### config.mk
export PLATFORM = sky130hd
export DESIGN_NAME = push_encoder_debounced_flat
export DESIGN_NICKNAME = d
export VERILOG_FILES = /design/src/rtl/push_encoder_debounced_if.sv /design/src/rtl/push_encoder_debounced.sv /design/src/flat_wrapper.sv
export SDC_FILE = /design/constraint.sdc
export NUM_CORES = 1
export LEC_CHECK = 0
export CORE_ASPECT_RATIO = 1.75
export CORE_MARGIN = 2
export CORE_UTILIZATION = 61
export DETAILED_ROUTE_END_ITERATION = 10
export GPL_TIMING_DRIVEN = 1
export PLACE_DENSITY = 0.83
export SLEW_MARGIN = 10
export SYNTH_ARGS = -nofsm -noshare
export SYNTH_HDL_FRONTEND = slang
export SYNTH_SLANG_ARGS = --single-unit
### constraint.sdc
create_clock -name clk -period 3.05 [get_ports clk]
set_input_delay 0.915 -clock clk [delete_from_list [all_inputs] [get_ports clk]]
set_output_delay 0.915 -clock clk [all_outputs]
set_load 0.05 [all_outputs]
### src/rtl/push_encoder_debounced_if.sv
// Board-side bundle for the debounced push-button encoder: raw pins and
// quasi-static controls in, LED lanes / live code / press pulse out.
interface push_encoder_debounced_if #(
  parameter int unsigned N_BUTTONS = 8,
  parameter int unsigned ENC_W     = $clog2(N_BUTTONS + 1)
);
  logic [N_BUTTONS-1:0] buttons;     // raw, asynchronous, active-low
  logic                 switch;      // 1 = low lane, 0 = high lane
  logic                 latch_mode;  // 1 = show held code, 0 = live code
  logic                 clear;       // synchronous clear of held code
  logic [2*ENC_W-1:0]   leds;
  logic [ENC_W-1:0]     code;
  logic                 press_pulse;

  // Board / stimulus side
  modport master (
    output buttons, switch, latch_mode, clear,
    input  leds, code, press_pulse
  );

  // Encoder side
  modport slave (
    input  buttons, switch, latch_mode, clear,
    output leds, code, press_pulse
  );
endinterface

### src/rtl/push_encoder_debounced.sv
// Debounced, priority-encoded push-button front end. Each active-low button
// is synchronised (2 flops), debounced by its own stability counter, then the
// highest pressed index is encoded as index+1 (0 = none). The code (live or
// last-press held) is driven onto one of two LED lanes.
module push_encoder_debounced #(
  parameter int unsigned N_BUTTONS       = 8,
  parameter int unsigned ENC_W           = $clog2(N_BUTTONS + 1),
  parameter int unsigned DEBOUNCE_CYCLES = 16,
  parameter int unsigned CNT_W           = $clog2(DEBOUNCE_CYCLES)
) (
  input  logic                   clk,
  input  logic                   rst_n,
  push_encoder_debounced_if.slave bus
);

  logic [N_BUTTONS-1:0]             s1_q, s2_q;
  logic [N_BUTTONS-1:0]             db_q, db_d, db_prev_q;
  logic [N_BUTTONS-1:0][CNT_W-1:0]  cnt_q, cnt_d;
  logic [ENC_W-1:0]                 enc;
  logic [ENC_W-1:0]                 code_q;
  logic [ENC_W-1:0]                 held_q, held_d;
  logic [ENC_W-1:0]                 disp;
  logic [2*ENC_W-1:0]               leds_q, leds_d;
  logic                             press_evt;
  logic                             pulse_q;

  // Two-flop synchroniser per button; released (1) out of reset
  always_ff @(posedge clk or negedge rst_n) begin
    if (!rst_n) begin
      s1_q <= '1;
      s2_q <= '1;
    end else begin
      s1_q <= bus.buttons;
      s2_q <= s1_q;
    end
  end

  // Per-button stability counter: accept s2 after DEBOUNCE_CYCLES differing cycles
  always_comb begin
    db_d  = db_q;
    cnt_d = '0;
    for (int unsigned i = 0; i < N_BUTTONS; i++) begin
      if (s2_q[i] != db_q[i]) begin
        if (cnt_q[i] == CNT_W'(DEBOUNCE_CYCLES - 1)) begin
          db_d[i] = s2_q[i];
        end else begin
          cnt_d[i] = cnt_q[i] + 1'b1;
        end
      end
    end
  end

  // Debounced state, its one-cycle history, and the counters
  always_ff @(posedge clk or negedge rst_n) begin
    if (!rst_n) begin
      db_q      <= '1;
      db_prev_q <= '1;
      cnt_q     <= '0;
    end else begin
      db_q      <= db_d;
      db_prev_q <= db_q;
      cnt_q     <= cnt_d;
    end
  end

  // Highest pressed index wins: later loop iterations override earlier ones
  always_comb begin
    enc = '0;
    for (int unsigned i = 0; i < N_BUTTONS; i++) begin
      if (!db_q[i]) begin
        enc = ENC_W'(i + 1);
      end
    end
  end

  // Press event, held-code update (press beats clear), lane steering
  always_comb begin
    press_evt = |(db_prev_q & ~db_q);
    held_d    = held_q;
    if (press_evt) begin
      held_d = enc;
    end else if (bus.clear) begin
      held_d = '0;
    end
    disp   = bus.latch_mode ? held_q : code_q;
    leds_d = bus.switch ? {{ENC_W{1'b0}}, disp} : {disp, {ENC_W{1'b0}}};
  end

  // Registered outputs and held code
  always_ff @(posedge clk or negedge rst_n) begin
    if (!rst_n) begin
      code_q  <= '0;
      held_q  <= '0;
      leds_q  <= '0;
      pulse_q <= 1'b0;
    end else begin
      code_q  <= enc;
      held_q  <= held_d;
      leds_q  <= leds_d;
      pulse_q <= press_evt;
    end
  end

  assign bus.code        = code_q;
  assign bus.leds        = leds_q;
  assign bus.press_pulse = pulse_q;

endmodule

### src/flat_wrapper.sv
// flat-port wrapper written by rule: the top's interface ports become plain ports
module push_encoder_debounced_flat 
#(
  parameter int unsigned N_BUTTONS       = 8,
  parameter int unsigned ENC_W           = $clog2(N_BUTTONS + 1),
  parameter int unsigned DEBOUNCE_CYCLES = 16,
  parameter int unsigned CNT_W           = $clog2(DEBOUNCE_CYCLES)
)
  (clk, rst_n, bus_buttons, bus_switch, bus_latch_mode, bus_clear, bus_leds, bus_code, bus_press_pulse);
  push_encoder_debounced_if #(.N_BUTTONS(N_BUTTONS), .ENC_W(ENC_W)) bus_i ();
  input  logic clk;
  input  logic rst_n;
  input wire logic [$bits(bus_i.buttons)-1:0] bus_buttons;
  input wire logic [$bits(bus_i.switch)-1:0] bus_switch;
  input wire logic [$bits(bus_i.latch_mode)-1:0] bus_latch_mode;
  input wire logic [$bits(bus_i.clear)-1:0] bus_clear;
  output wire logic [$bits(bus_i.leds)-1:0] bus_leds;
  output wire logic [$bits(bus_i.code)-1:0] bus_code;
  output wire logic [$bits(bus_i.press_pulse)-1:0] bus_press_pulse;
  assign bus_i.buttons = bus_buttons;
  assign bus_i.switch = bus_switch;
  assign bus_i.latch_mode = bus_latch_mode;
  assign bus_i.clear = bus_clear;
  assign bus_leds = bus_i.leds;
  assign bus_code = bus_i.code;
  assign bus_press_pulse = bus_i.press_pulse;
  push_encoder_debounced #(.N_BUTTONS(N_BUTTONS), .ENC_W(ENC_W), .DEBOUNCE_CYCLES(DEBOUNCE_CYCLES), .CNT_W(CNT_W)) u_core (.clk(clk), .rst_n(rst_n), .bus(bus_i));
endmodule
==> flow_summary.json <==
{
  "status": "finished, final reports clean",
  "synth_fa_ha_area_share_pct": 3.231,
  "regToRegSetupSlack_ns": 1.24,
  "path_max_fanout": 2,
  "cts_setup_buffers": 0,
  "final_nets": 288,
  "place.gp.congestion": 0.7108,
  "area_growth_pct": 16.84,
  "ctsHoldBuffers": 0,
  "hold_end": "u_core.s2_q[7]",
  "pwr-share-comb_pct": 5.6,
  "die_w_um": 57.87,
  "vias": 1808,
  "fin_skew_ns": 0.005016,
  "cp-end-kind": "primary output",
  "r2r_cells": 4,
  "synth_area_leaders": "dfrtp_1 (40%), dfstp_2 (27%), xnor2_1 (4.5%), mux2_2 (4.0%), ha_1 (3.2%)",
  "fin_cells": 325,
  "syn_area_um2": 3098,
  "die_h_um": 98.28,
  "synthMuxAreaShare_pct": 5.614,
  "place_area_um2": 3425,
  "p_clk_share_pct": 37.2,
  "syn-instance-count": 230,
  "placed_cells": 310,
  "syn-num-nets": 251,
  "ys_ff_latch": 81,
  "path_clk_slew_ns": 0.07,
  "swShare_pct": 21.10,
  "hold_viol": 0,
  "cts_buffer_depth": 2,
  "vdd_ir_drop_max_mv": 0.4345,
  "yosysUniqueCellTypes": 24,
  "io_pins": 26,
  "core_area_um2": 4935,
  "cap_violations": 0,
  "r2r-start": "u_core.db_q[7]",
  "crit_arrival_ns": 1.49,
  "portBuffers": 25,
  "setup_viol": 0,
  "drcViolationCount": 0,
  "period_minus_slack_ns": 2.400,
  "worstSetupStartpointType": "flop",
  "p_sw_mw": 0.4258,
  "cts_sinks": 81,
  "max_freq_mhz": 416.6,
  "worstPathRequired_ns": 2.13,
  "cts_made_buffers": 9,
  "relSlewSlack_pct": 63.02,
  "layout_common_cells": "dfrtp_1 (49), dfstp_2 (32), clkdlybuf4s50_1 (24), a21oi_1 (18)",
  "initial_core_util_pct": 62.78,
  "postLayoutCellArea_um2": 3620,
  "power_density_nw_per_um2": 557.4,
  "fin_crit_sh_pct": 78.69,
  "syn_avg_cell_area_um2": 13.47,
  "diodes": 0,
  "crit-reg2reg-capture": "u_core.held_q[0]",
  "worstMarginPinSlew_ns": 0.5548,
  "hold_path_class": "reg2reg",
  "synth-simple-area-share_pct": 11.79,
  "grt.overflow.total": 0,
  "clk_latency_ns": 0.33,
  "grt_pass1_wl_um": 8142,
  "synth-xor-area-share_pct": 4.523,
  "path_cells": "clkdlybuf4s50_1",
  "holdPathStages": 0,
  "grt_max_degree": 48,
  "grt_usage_pct": 18.95,
  "synth_top_family_by_area": "simple AND/OR/NAND/NOR gates",
  "cts_resized": 0,
  "dr.pass1.iters": 4,
  "ant_nets": 0,
  "drv_slew": 0,
  "critPathKind": "reg2out",
  "pwr-share-seq_pct": 57.2,
  "yosys.area.top_type": "dfrtp_1",
  "grt_pass1_vias": 1927,
  "cts_tree": "built",
  "hold_start": "u_core.s1_q[7]",
  "place_hpwl_um": 3312,
  "cp_slowest_cell": "clkdlybuf4s50_1",
  "rows": 34,
  "antenna_found_initial": 0,
  "final_layout_size_suffix_gt1_share_pct": 24.35,
  "ys_warn_count": 0,
  "final.setup.tns_ns": 0,
  "fill_cells": 340,
  "die_area_um2": 5687,
  "htree_levels": 3,
  "drt-total-wl_um": 4665,
  "cellInternalPower_mw": 1.592,
  "layout_commonest_cell": "dfrtp_1",
  "drt_iter0_drc": 34,
  "rsz0062_at_grt": "false",
  "max_stage_delay_ns": 0.80,
  "clockRootBuffer": "clkbuf_8",
  "leakage_nw": 1.555,
  "synth-compound-area-share_pct": 5.937,
  "wl_per_cell_um": 14.35,
  "vias_per_cell": 5.563,
  "path_buf_inv": 1,
  "crit_family": "buffers and inverters",
  "synth_top_area_share_pct": 39.58,
  "ys_seq_area_share_pct": 66.72
}
## power groups by stage
stage               sequential [mW]  combinational (mW)  clock, mW
finish                         1.15               0.112      0.751
global route                   1.16               0.130      0.812
CTS                            1.15               0.115      0.773
detailed placement             1.17               0.113          0
global placement               1.17               0.111          0
floorplan                      1.17              0.0570          0
## metal layers
metal,GRT usage (%),vias up,share of wire (%)
li1,-,856,-
met1,20.13,911,38
met2,33.48,33,57
met3,4.106,8,3.0
met4,10.55,0,2.0
met5,0,-,0
## sequential cells by signal (all words and copies together) (netlist names)
register,cells
u_core.bus.code,4
u_core.bus.leds,8
u_core.bus.press_pulse,1
u_core.cnt_q,32
u_core.db_prev_q,8
u_core.db_q,8
u_core.held_q,4
u_core.s1_q,8
u_core.s2_q,8
## layout make-up
cell class | count | area [um2] | share of cell area [%]
flip-flops and latches | 81 | 2067 | 57.10
inverters | 17 | 63.81 | 1.763
well taps | 54 | 67.56 | 1.867
multi-input cells | 131 | 963.4 | 26.62
clock buffers | 12 | 155.1 | 4.286
repair buffers | 27 | 262.8 | 7.259
clock inverters | 3 | 40.04 | 1.106
## logic make-up (layout without fill, tap and decap cells)
logic type | count (synthesis) | in the layout
adders and majority gates | 8 | 8
AOI/OAI and AO/OA | 33 | 33
muxes | 16 | 16
buffers and inverters | 18 | 59
DFF | 81 | 81
and+or+nand+nor | 58 | 58
xor gates and xnor gates | 16 | 16
## how the worst max path moves through the flow
stage | startpoint | end | slack, ns | cells after the start
after floorplan | u_core.db_q[1] | u_core.held_q[0] | 1.38 | 4
after global placement | u_core.bus.code[3] | bus_code[3] | 1.02 | 1
after detailed placement | u_core.bus.code[2] | bus_code[2] | 1.0 | 1
after CTS | u_core.bus.code[3] | bus_code[3] | 0.62 | 1
after global routing | u_core.bus.code[1] | bus_code[1] | 0.60 | 1
final | u_core.bus.code[2] | bus_code[2] | 0.65 | 1
## cells in the mapped netlist (all sizes together)
cell type / count
xnor2: 16
dfstp: 32
a22o: 2
a21oi: 18
nand3: 8
o21a: 1
clkbuf: 1
ha: 8
nor4: 1
dfrtp: 49
o21ai: 9
o22ai: 2
inv: 17
mux2: 11
nand4b: 8
mux2i: 5
nand2b: 2
nor2b: 12
nor2: 14
a41o: 1
nor3b: 8
nand2: 2
and2b: 3
## per-stage QoR
stage          hold slack (ns)  utilization, %  power (mW)  setup WS (ns)
2_1_floorplan           0.3452               -       1.228          1.380
3_3_place_gp            0.3452           69.40       1.281          1.018
3_5_place_dp            0.3485           69.40       1.286         0.9952
4_1_cts                 0.3600           73.35       2.042         0.6210
5_1_grt                 0.3632           73.35       2.102         0.6027
6_report                0.3569           73.35       2.018         0.6498
Power figures use the tool's default switching activity.
